## config.mk

```make
export PLATFORM = sky130hd
export DESIGN_NAME = irq1_mutex_arbiter
export DESIGN_NICKNAME = d
export VERILOG_FILES = /design/src/rtl/irq1_mutex_arbiter.sv
export SDC_FILE = /design/constraint.sdc
export NUM_CORES = 1
export LEC_CHECK = 0
export CORE_MARGIN = 4
export CORE_UTILIZATION = 42
export DETAILED_ROUTE_END_ITERATION = 16
export PLACE_DENSITY = 0.82
export SYNTH_ARGS = -nofsm -noshare
export SYNTH_HDL_FRONTEND = slang
export SYNTH_SLANG_ARGS = --single-unit
```

## constraint.sdc

```tcl
create_clock -name CLK -period 2.63 [get_ports CLK]
set_input_delay 0.526 -clock CLK [delete_from_list [all_inputs] [get_ports CLK]]
set_output_delay 0.526 -clock CLK [all_outputs]
set_load 0.01 [all_outputs]
```

## src/rtl/irq1_mutex_arbiter.sv

```systemverilog
// IRQ1 sequencer: synchronises ext_signal, queues its rising edges and shares the
// interrupt between node0 and node1 as a one-hot grant held until ack or timeout.
module irq1_mutex_arbiter #(
  parameter int PULSE_LEN   = 1000,
  parameter int SYNC_STAGES = 2,
  parameter int CNT_W       = 4
) (
  input  logic             CLK,
  input  logic             RST_N,
  input  logic             ext_signal,
  input  logic [15:0]      in_op_node0,
  input  logic [15:0]      in_op_node1,
  input  logic             ack_node0,
  input  logic             ack_node1,
  output logic [1:0]       out_mutex_IRQ1,
  output logic             busy,
  output logic [CNT_W-1:0] pending_cnt,
  output logic             overflow,
  output logic             timeout_pulse,
  output logic [3:0]       prio_node0,
  output logic [3:0]       prio_node1,
  output logic [1:0]       o_dbg_state
);

  localparam int GCNT_W = (PULSE_LEN > 1) ? $clog2(PULSE_LEN) : 1;
  localparam logic [GCNT_W-1:0] GCNT_TERM = GCNT_W'(PULSE_LEN - 1);
  localparam logic [CNT_W-1:0]  CNT_MAX   = '1;

  typedef enum logic [1:0] {
    S_IDLE    = 2'd0,
    S_ARB     = 2'd1,
    S_GRANT   = 2'd2,
    S_RELEASE = 2'd3
  } state_t;

  state_t              r_state;
  state_t              w_state_nxt;
  logic [GCNT_W-1:0]   r_gcnt;
  logic [GCNT_W-1:0]   w_gcnt_nxt;
  logic                r_winner;
  logic                w_winner_nxt;
  logic                r_last;
  logic                w_last_nxt;
  logic [1:0]          r_mutex;
  logic [1:0]          w_mutex_nxt;
  logic                r_timeout;
  logic                w_timeout_nxt;
  logic                r_busy;
  logic [CNT_W-1:0]    r_pending;
  logic [CNT_W-1:0]    w_pending_nxt;
  logic                r_overflow;
  logic                w_overflow_nxt;
  logic [3:0]          r_prio0;
  logic [3:0]          r_prio1;
  logic [SYNC_STAGES-1:0] r_sync;
  logic                r_hist;

  logic w_event;
  logic w_take;
  logic w_any_prio;
  logic w_pick1;
  logic w_win_ack;
  logic w_op0_hit;
  logic w_op1_hit;

  // ext_signal is asynchronous; only the synchronised copy is edge-detected.
  always_ff @(posedge CLK or negedge RST_N) begin
    if (!RST_N) begin
      r_sync <= '0;
      r_hist <= 1'b0;
    end else begin
      r_sync <= {r_sync[SYNC_STAGES-2:0], ext_signal};
      r_hist <= r_sync[SYNC_STAGES-1];
    end
  end

  assign w_event = r_sync[SYNC_STAGES-1] & ~r_hist;

  assign w_op0_hit = (in_op_node0 & 16'h3FF0) == 16'h2F10;
  assign w_op1_hit = (in_op_node1 & 16'h3FF0) == 16'h2F10;

  always_ff @(posedge CLK or negedge RST_N) begin
    if (!RST_N) begin
      r_prio0 <= 4'd2;
      r_prio1 <= 4'd4;
    end else begin
      if (w_op0_hit) r_prio0 <= in_op_node0[3:0];
      if (w_op1_hit) r_prio1 <= in_op_node1[3:0];
    end
  end

  // Tie goes to the node that did not win last time; r_last = 1 means node1.
  assign w_any_prio = (r_prio0 != 4'd0) || (r_prio1 != 4'd0);
  assign w_pick1    = (r_prio1 > r_prio0) || ((r_prio1 == r_prio0) && !r_last);
  assign w_win_ack  = r_winner ? ack_node1 : ack_node0;

  always_comb begin
    w_state_nxt   = r_state;
    w_gcnt_nxt    = r_gcnt;
    w_winner_nxt  = r_winner;
    w_last_nxt    = r_last;
    w_mutex_nxt   = r_mutex;
    w_timeout_nxt = 1'b0;
    w_take        = 1'b0;
    case (r_state)
      S_IDLE: begin
        if ((r_pending != '0) && w_any_prio) w_state_nxt = S_ARB;
      end
      S_ARB: begin
        if (!w_any_prio) begin
          w_state_nxt = S_IDLE;
        end else begin
          w_take       = 1'b1;
          w_winner_nxt = w_pick1;
          w_last_nxt   = w_pick1;
          w_gcnt_nxt   = '0;
          w_mutex_nxt  = w_pick1 ? 2'b10 : 2'b01;
          w_state_nxt  = S_GRANT;
        end
      end
      S_GRANT: begin
        // An ack on the terminal count wins over the timeout.
        if (w_win_ack) begin
          w_mutex_nxt = 2'b00;
          w_state_nxt = S_RELEASE;
        end else if (r_gcnt == GCNT_TERM) begin
          w_mutex_nxt   = 2'b00;
          w_timeout_nxt = 1'b1;
          w_state_nxt   = S_RELEASE;
        end else begin
          w_gcnt_nxt = r_gcnt + GCNT_W'(1);
        end
      end
      S_RELEASE: begin
        w_gcnt_nxt  = '0;
        w_mutex_nxt = 2'b00;
        w_state_nxt = S_IDLE;
      end
      default: begin
        w_gcnt_nxt  = '0;
        w_mutex_nxt = 2'b00;
        w_state_nxt = S_IDLE;
      end
    endcase
  end

  always_comb begin
    w_pending_nxt  = r_pending;
    w_overflow_nxt = r_overflow;
    if (w_event && !w_take) begin
      if (r_pending == CNT_MAX) w_overflow_nxt = 1'b1;
      else                      w_pending_nxt  = r_pending + CNT_W'(1);
    end else if (!w_event && w_take) begin
      w_pending_nxt = r_pending - CNT_W'(1);
    end
  end

  always_ff @(posedge CLK or negedge RST_N) begin
    if (!RST_N) begin
      r_state    <= S_IDLE;
      r_gcnt     <= '0;
      r_winner   <= 1'b0;
      r_last     <= 1'b1;
      r_mutex    <= 2'b00;
      r_timeout  <= 1'b0;
      r_busy     <= 1'b0;
      r_pending  <= '0;
      r_overflow <= 1'b0;
    end else begin
      r_state    <= w_state_nxt;
      r_gcnt     <= w_gcnt_nxt;
      r_winner   <= w_winner_nxt;
      r_last     <= w_last_nxt;
      r_mutex    <= w_mutex_nxt;
      r_timeout  <= w_timeout_nxt;
      r_busy     <= (w_state_nxt != S_IDLE);
      r_pending  <= w_pending_nxt;
      r_overflow <= w_overflow_nxt;
    end
  end

  assign out_mutex_IRQ1 = r_mutex;
  assign busy           = r_busy;
  assign pending_cnt    = r_pending;
  assign overflow       = r_overflow;
  assign timeout_pulse  = r_timeout;
  assign prio_node0     = r_prio0;
  assign prio_node1     = r_prio1;
  assign o_dbg_state    = r_state;

endmodule

```

### Yosys cells after proc, flatten, opt, wreduce, memory -nomap -nowiden

Cells that the tools add are included.

* register bits after elaboration: 34
* input bits: 37
* output and inout bits: 19
* logic and storage cells: 76

* $add $sub $neg: 3
* $lt $le $gt $ge: 1
* eq/ne operators: 13
* muxes and demuxes: 23
* bitwise logic cells: 2
* reductions and logical operators: 21

Operators by type and width (count)
* $eq A10 B10 Y1 const B: 3
* $mux W10: 3
* $pmux W10 S3: 1
* $mux W2: 8
* $mux W4: 3
* $reduce_bool A4 Y1: 3
* $add A10 B1 Y10 const B: 1
* $ne A2 B2 Y1 const B: 4
* $pmux W2 S4: 1
* $mux W1: 6
* $pmux W2 S3: 1
* $reduce_and A2 Y1: 3
* $add A4 B1 Y4 const B: 1
* $eq A2 B2 Y1 const B: 2
* $eq A4 B4 Y1: 1
* $eq A4 B4 Y1 const B: 1
* $gt A4 B4 Y1: 1
* $logic_and A1 B1 Y1: 4
* $reduce_and A4 Y1: 1
* $reduce_bool A2 Y1: 2
* $sub A4 B1 Y4 const B: 1
* $logic_not A1 Y1: 3
* $ne A3 B3 Y1 const B: 1
* $reduce_and A3 Y1: 1
* other kinds (6): 7

### Depth between registers and ports, before layout

Gate-level depths: netlist (run 1).

* depth after elaboration: 8
* gate-level depth with buffers: 9
* depth with buffers taken out: 8

### Worst setup path after synthesis (run 1)

OpenSTA, ideal clock, no wires.

* kind: register to register
* start point: register r_prio0[2] (netlist: prio_node0[2])
* end point: register r_pending[3] (netlist: pending_cnt[3])
* library setup time: 0.079 ns
* arrival time: 2.557 ns
* data required time: 2.551 ns
* path slack: -0.006 ns
* cell stages (with the launch flop): 10
* path buffers: 1
* period minus slack after synthesis: 2.636 ns
* path through: dfrtp_1 or4_4 buf_6 o21ai_4 nand2_1 ha_1 and3_1 or3_1 mux2i_1 xor2_1

* longest elaborated chain between the ends: 8
* elaborated cells between the ends (all ways): 11
* those cells by class: eq/ne (1); mux (3); reduce/logical (7)

RTL lines
* start, declared: RTL line 53 `logic [3:0] r_prio0;`
* start signal, assigned: RTL line 87 `if (w_op0_hit) r_prio0 <= in_op_node0[3:0];`
* $reduce_bool A4 Y1 (*): RTL line 93 `assign w_any_prio = (r_prio0 != 4'd0) || (r_prio1 != 4'd0);`
* $logic_or A1 B1 Y1 (*): RTL line 93
* $mux W1 (*): RTL line 110 `if (!w_any_prio) begin`
* $mux W1 (*): RTL line 105 `case (r_state)`
* $logic_not A1 Y1: RTL line 150 `if (w_event && !w_take) begin`
* $logic_and A1 B1 Y1: RTL line 150
* $ne A2 B2 Y1 (no line) / $reduce_bool A2 Y1 (equally long branches)
* $reduce_and A2 Y1 (no line)
* end signal, assigned: RTL line 177 `r_pending <= w_pending_nxt;`
* end, declared: RTL line 49 `logic [CNT_W-1:0] r_pending;`

Mark *: on every way between the ends. The rest lies on a longest branch, timed or not.
A chain may end at the register's enable or synchronous reset.

### Worst setup path after layout (run 1)

* start point: register r_prio1[1] (netlist: prio_node1[1])
* end point: register r_pending[3] (netlist: pending_cnt[3])

* longest elaborated chain between the ends: 8
* elaborated cells between the ends (all ways): 11
* those cells by class: eq/ne (1); mux (3); reduce/logical (7)

RTL lines
* start, declared: RTL line 54 `logic [3:0] r_prio1;`
* start signal, assigned: RTL line 88 `if (w_op1_hit) r_prio1 <= in_op_node1[3:0];`
* $reduce_bool A4 Y1 (*): RTL line 93
* $logic_or A1 B1 Y1 (*): RTL line 93
* $mux W1 (*): RTL line 110
* $mux W1 (*): RTL line 105
* $logic_not A1 Y1: RTL line 150
* $logic_and A1 B1 Y1: RTL line 150
* $ne A2 B2 Y1 (no line) / $reduce_bool A2 Y1 (equally long branches)
* $reduce_and A2 Y1 (no line)

Marks and branches as above.

==> impl_metrics.csv, run 1 <==
group,metric,value,unit
cts,htreeDepth,2,
finish,finalNetCount,282,
grt,grtUsageTotal,16.2,%
min_path,hp-class,"register to register",
place,dpl_cell_area,2450,um^2
yosys,synth_flop_cell,"dfrtp_1",
grt,grt_first_pass_wirelength,6670,um
worst_setup_path,cp_slowest_cell,"or4_4",
detailed_routing,wl_per_cell,13.7,um
detailed_routing,first_pass_iters,4,
yosys,netlist_area,1850,um^2
floorplanning,die_w,74.3,um
sta,whs,0.363,ns
cts,cts_resized,0,
sta,fmaxAchievable,0.399,GHz
cts,clock-sinks,34,
grt,grt_pass1_vias,1543,
worst_setup_path,cp_max_fo,5,
worst_setup_path,slowest_delay,0.58,ns
worst_setup_path,crit_buf_inv,0,
sta,setup-violations-final,0,
worst_setup_path,crit_chain,"or4_4, o21ai_4, nand2_2, ha_1, and3_1, or3_1, mux2i_1, xor2_1",
worst_setup_path,end_kind,"register",
place,port_buffers,51,
finish,num_antenna_cells,0,
detailed_routing,ant_nets,0,
finish,syn_to_final_growth,36.6,%
power,irDropWorstVdd,0.284,mV
flow_run,cap_violations,0,
worst_setup_path,cp-start-kind,"register",
sta,final-hold-violation-count,0,
sta,finalCritPeriodShare,95.3,%
finish,layout_common_cells,"clkdlybuf4s50_1, dfrtp_1, nand2_1",
sta,max_slew_margin,63.5,%
grt,grt_max_degree,35,
detailed_routing,routed_wl,3940,um
floorplanning,core-area,4120,um^2
yosys,synthTopCellsByArea,"dfrtp_1, mux2i_1, ha_1, dfstp_2, nand2_1",
sta,tightestPinTransition,0.534,ns
cts,post_cts_buffers,0,
worst_setup_path,path_class,"register to register",
yosys,synthArstFlopShare,100,%
sta,skew,0.00455,ns
cts,cts-root-buf,"clkbuf_8",
worst_setup_path,crit_required,2.84,ns
cts,ctsHoldBuffers,0,
worst_setup_path,crit_family,"simple AND/OR/NAND/NOR gates",
yosys,synth_nets,221,
yosys,yosysTopAreaCell,"dfrtp_1",
floorplanning,rows,23,
sta,period_needed,2.51,ns
detailed_routing,via_per_inst,5.30,
detailed_routing,drc,0,
yosys,synth_top_area_share,42.0,%
floorplanning,dieArea,5520,um^2
place,place_congestion,0.825,
finish,final_common_cell,"clkdlybuf4s50_1",
power,power.leakage,0.00107,uW
yosys,ys_seq_area_share,46.2,%
floorplanning,top_level_ports,56,
cts,clk_latency,0.28,ns
yosys,synth-edff-count,0,
finish,design_area,2520,um^2
power,powerDensity,732,nW/um^2
yosys,yosys_warnings,0,
detailed_routing,first_iter_violations,83,
yosys,synth_cell_types,51,
cts,cts_tree,"yes",
cts,clockBufferDepth,2,
finish,drive_gt1_share,11.4,%
cts,clk_pin_slew_worst_paths,0.06,ns
yosys,synth_area_per_cell,10.5,um^2
worst_setup_path,cp.arrival,2.71,ns
grt,grt-ovfl-total,0,
floorplanning,initial_core_util,44.9,%
power,fin_total_pwr,1850,uW
status,status,"finished, final reports clean",
detailed_routing,vias,1521,
yosys,syn-instance-count,176,
yosys,ys_ff_latch,34,
sta,drv_slew,0,
sta,rsz0062_at_grt,"false",
grt,antenna_found_initial,0,
floorplanning,die_h,74.3,um
cts,numCtsBuffers,5,
sta,fin_setup_tns,0,ns
place,dp_hpwl,3080,um
## cells by family after synthesis
group	Yosys count	share of synthesized area, %
DFF	34	46.2
buffers and inverters	15	3.93
AOI/OAI and AO/OA	39	14.8
and+or+nand+nor	61	18.7
adders and majority gates	8	5.82
muxes	16	9.07
xor gates and xnor gates	3	1.42
## area by class of cell
type                    instances  area, um^2
fillers                       354        1590
multi-input cells             127         923
flip-flops and latches         34         855
repair buffers                 59         571
clock buffers                   7        76.3
well taps                      50        62.6
inverters                      10        37.5
## cells in the mapped netlist, types with 3 or more instances
cell      instances
mux2i_1          10
ha_1              7
a21oi_1           4
dfrtp_1          31
a211oi_1          4
mux2_2            5
nand3_1           3
inv_1            10
nor2_1            5
nand2b_1          6
o21ai_0          10
nor2b_1           4
dfstp_2           3
nand2_1          20
nand4_1           3
a22oi_1           3
a22o_1            3
## flip-flops by register name, indices dropped and copies added (netlist names)
signal and cells:
busy 1, r_last 1, r_gcnt 10, prio_node0 4, out_mutex_IRQ1 2, overflow 1, timeout_pulse 1, r_winner 1
r_hist 1, prio_node1 4, pending_cnt 4, o_dbg_state 2, r_sync 2
## per-stage QoR
stage / setup slack, ns / utilization [%] / instances
2_1_floorplan: 0.0296 / - / 176
3_3_place_gp: 0.169 / 59.5 / 280
3_5_place_dp: 0.132 / 59.5 / 280
4_1_cts: 0.118 / 61.4 / 287
5_1_grt: 0.00477 / 61.4 / 287
6_report: 0.125 / 61.4 / 287
## routing by layer
layer  part of all wire, %  vias up  track usage (%)
met4                   1.7        0             7.11
met1                    43      708             18.8
li1                      -      759                -
met3                   7.4        4             5.00
met2                    48       50             27.5
met5                     0        -                0
## path summary, 6_finish.rpt
kind                               start        endpoint  slack (ns)  cells after the start
max                        prio_node1[1]  pending_cnt[3]        0.12                      8
min                            r_sync[0]       r_sync[1]        0.36                      0
max reg2reg                prio_node1[1]  pending_cnt[3]        0.12                      8
min reg2reg                    r_sync[0]       r_sync[1]        0.36                      0
max in group asynchronous          RST_N   prio_node0[1]        1.65                      2
min in group asynchronous          RST_N       r_gcnt[3]        0.64                      2
## power breakdown
| group | leakage [uW] | switching, uW | internal [uW] |
|---|---|---|---|
| Combinational | 0.000612 | 380 | 406 |
| Clock | 0.0000383 | 175 | 182 |
| Sequential | 0.000417 | 86.8 | 618 |
## worst register-to-register path, cell delays in order (launching register included)
cell	delay (ns)
dfrtp_1	0.42
or4_4	0.58
o21ai_4	0.18
nand2_2	0.10
ha_1	0.34
and3_1	0.17
or3_1	0.33
mux2i_1	0.16
xor2_1	0.15
(Power assumes the default switching activity.)
==> inputs of run 2 (changes only) <==
CORE_MARGIN = not set   (was 4)
==> impl_metrics.csv, run 2 (synthesized netlist as in run 1, its figures left out) <==
group,metric,value,unit
cts,clockBufferDepth,2,
finish,drive_gt1_share,12.2,%
finish,multi_input_area,923,um^2
worst_setup_path,cp_max_fo,5,
worst_setup_path,cp.arrival,2.72,ns
place,dp_hpwl,2960,um
finish,num-fill-cells,352,
finish,finalNetCount,282,
finish,regMostFlops,"r_gcnt",
detailed_routing,via_per_inst,5.46,
detailed_routing,ant_nets,0,
min_path,hp-class,"register to register",
cts,cts_resized,0,
sta,skew,0.00557,ns
sta,fmaxAchievable,0.400,GHz
cts,ctsHoldBuffers,0,
sta,rsz0062_at_grt,"false",
detailed_routing,drc,0,
detailed_routing,wl_per_cell,13.6,um
sta,finalCritPeriodShare,95.1,%
finish,seq_area,855,um^2
finish,num_antenna_cells,0,
sta,period_needed,2.50,ns
floorplanning,dieArea,4670,um^2
floorplanning,die_h,68.3,um
detailed_routing,vias,1573,
grt,grt_pass1_vias,1537,
finish,stdcell_count,288,
floorplanning,die_w,68.3,um
finish,final_common_cell,"clkdlybuf4s50_1",
detailed_routing,first_iter_violations,116,
grt,grtUsageTotal,19.1,%
floorplanning,rows,23,
detailed_routing,first_pass_iters,6,
cts,htreeDepth,2,
place,dpl_cell_area,2450,um^2
grt,grt_first_pass_wirelength,6600,um
worst_setup_path,cp-start-kind,"register",
finish,fin_util,61.7,%
power,power.leakage,0.00108,uW
sta,fin_setup_tns,0,ns
worst_setup_path,crit_required,2.85,ns
power,powerDensity,744,nW/um^2
place,port_buffers,51,
grt,grt_max_degree,35,
cts,cts-root-buf,"clkbuf_8",
grt,antenna_found_initial,0,
floorplanning,core-area,4120,um^2
floorplanning,top_level_ports,56,
finish,design_area,2540,um^2
worst_setup_path,path_class,"register to register",
cts,cts_tree,"yes",
sta,final-hold-violation-count,0,
finish,largest_reg_flops,10,
floorplanning,initial_core_util,44.9,%
sta,drv_slew,0,
power,irDropWorstVdd,0.263,mV
cts,clk_pin_slew_worst_paths,0.07,ns
grt,grt-ovfl-total,0,
finish,syn_to_final_growth,37.4,%
worst_setup_path,end_kind,"register",
cts,clk_latency,0.29,ns
power,fin_total_pwr,1890,uW
flow_run,cap_violations,0,
sta,tightestPinTransition,0.548,ns
finish,layout_common_cells,"clkdlybuf4s50_1, dfrtp_1, nand2_1",
place,place_congestion,0.802,
sta,max_slew_margin,63.1,%
sta,setup-violations-final,0,
status,status,"finished, final reports clean",
cts,clock-sinks,34,
place,place_inst,280,
cts,post_cts_buffers,0,
detailed_routing,routed_wl,3930,um
cts,numCtsBuffers,5,
-- run 2: final cells by class --
type	instances	area share [%]
Timing Repair Buffer	59	22.5
Clock buffer	7	3.40
Clock inverter	1	0.197
Sequential cell	34	33.6
Inverter	10	1.48
Tap cell	50	2.46
Multi-Input combinational cell	127	36.4
-- run 2: final timing paths --
kind                                from        endpoint  slack [ns]  cells past startpoint
min in group asynchronous          RST_N  o_dbg_state[0]        0.65                      2
min reg2reg                    r_sync[1]          r_hist        0.36                      0
min                            r_sync[1]          r_hist        0.36                      0
max                        prio_node1[1]  pending_cnt[3]        0.13                      8
max in group asynchronous          RST_N   prio_node0[1]        1.65                      2
max reg2reg                prio_node1[1]  pending_cnt[3]        0.13                      8
-- run 2: worst max-delay path: stages, from the launching register on --
cell and delay, ns:
dfrtp_1 0.42, or4_4 0.59, o21ai_4 0.18, nand2_2 0.10, ha_1 0.34, and3_1 0.17
or3_1 0.33, mux2i_1 0.16, xor2_1 0.15
-- run 2: routing by layer --
layer  GRT usage (%)  share of wire, %
met1            22.6                44
met2            32.6                49
met3            4.50               5.0
met4            8.59               1.6
met5               0                 0
-- run 2: where the power goes --
part	total, uW	internal, uW	switching, uW
clock network	393	211	182
logic	791	407	384
registers	706	618	87.8
total	1890	1240	654
-- run 2: stage by stage --
stage	setup slack (ns)	hold WS, ns
final	0.128	0.365
after global routing	0.0111	0.371
after global placement	0.167	0.346
after CTS	0.117	0.364
after detailed placement	0.121	0.359
after floorplan	0.0296	0.230
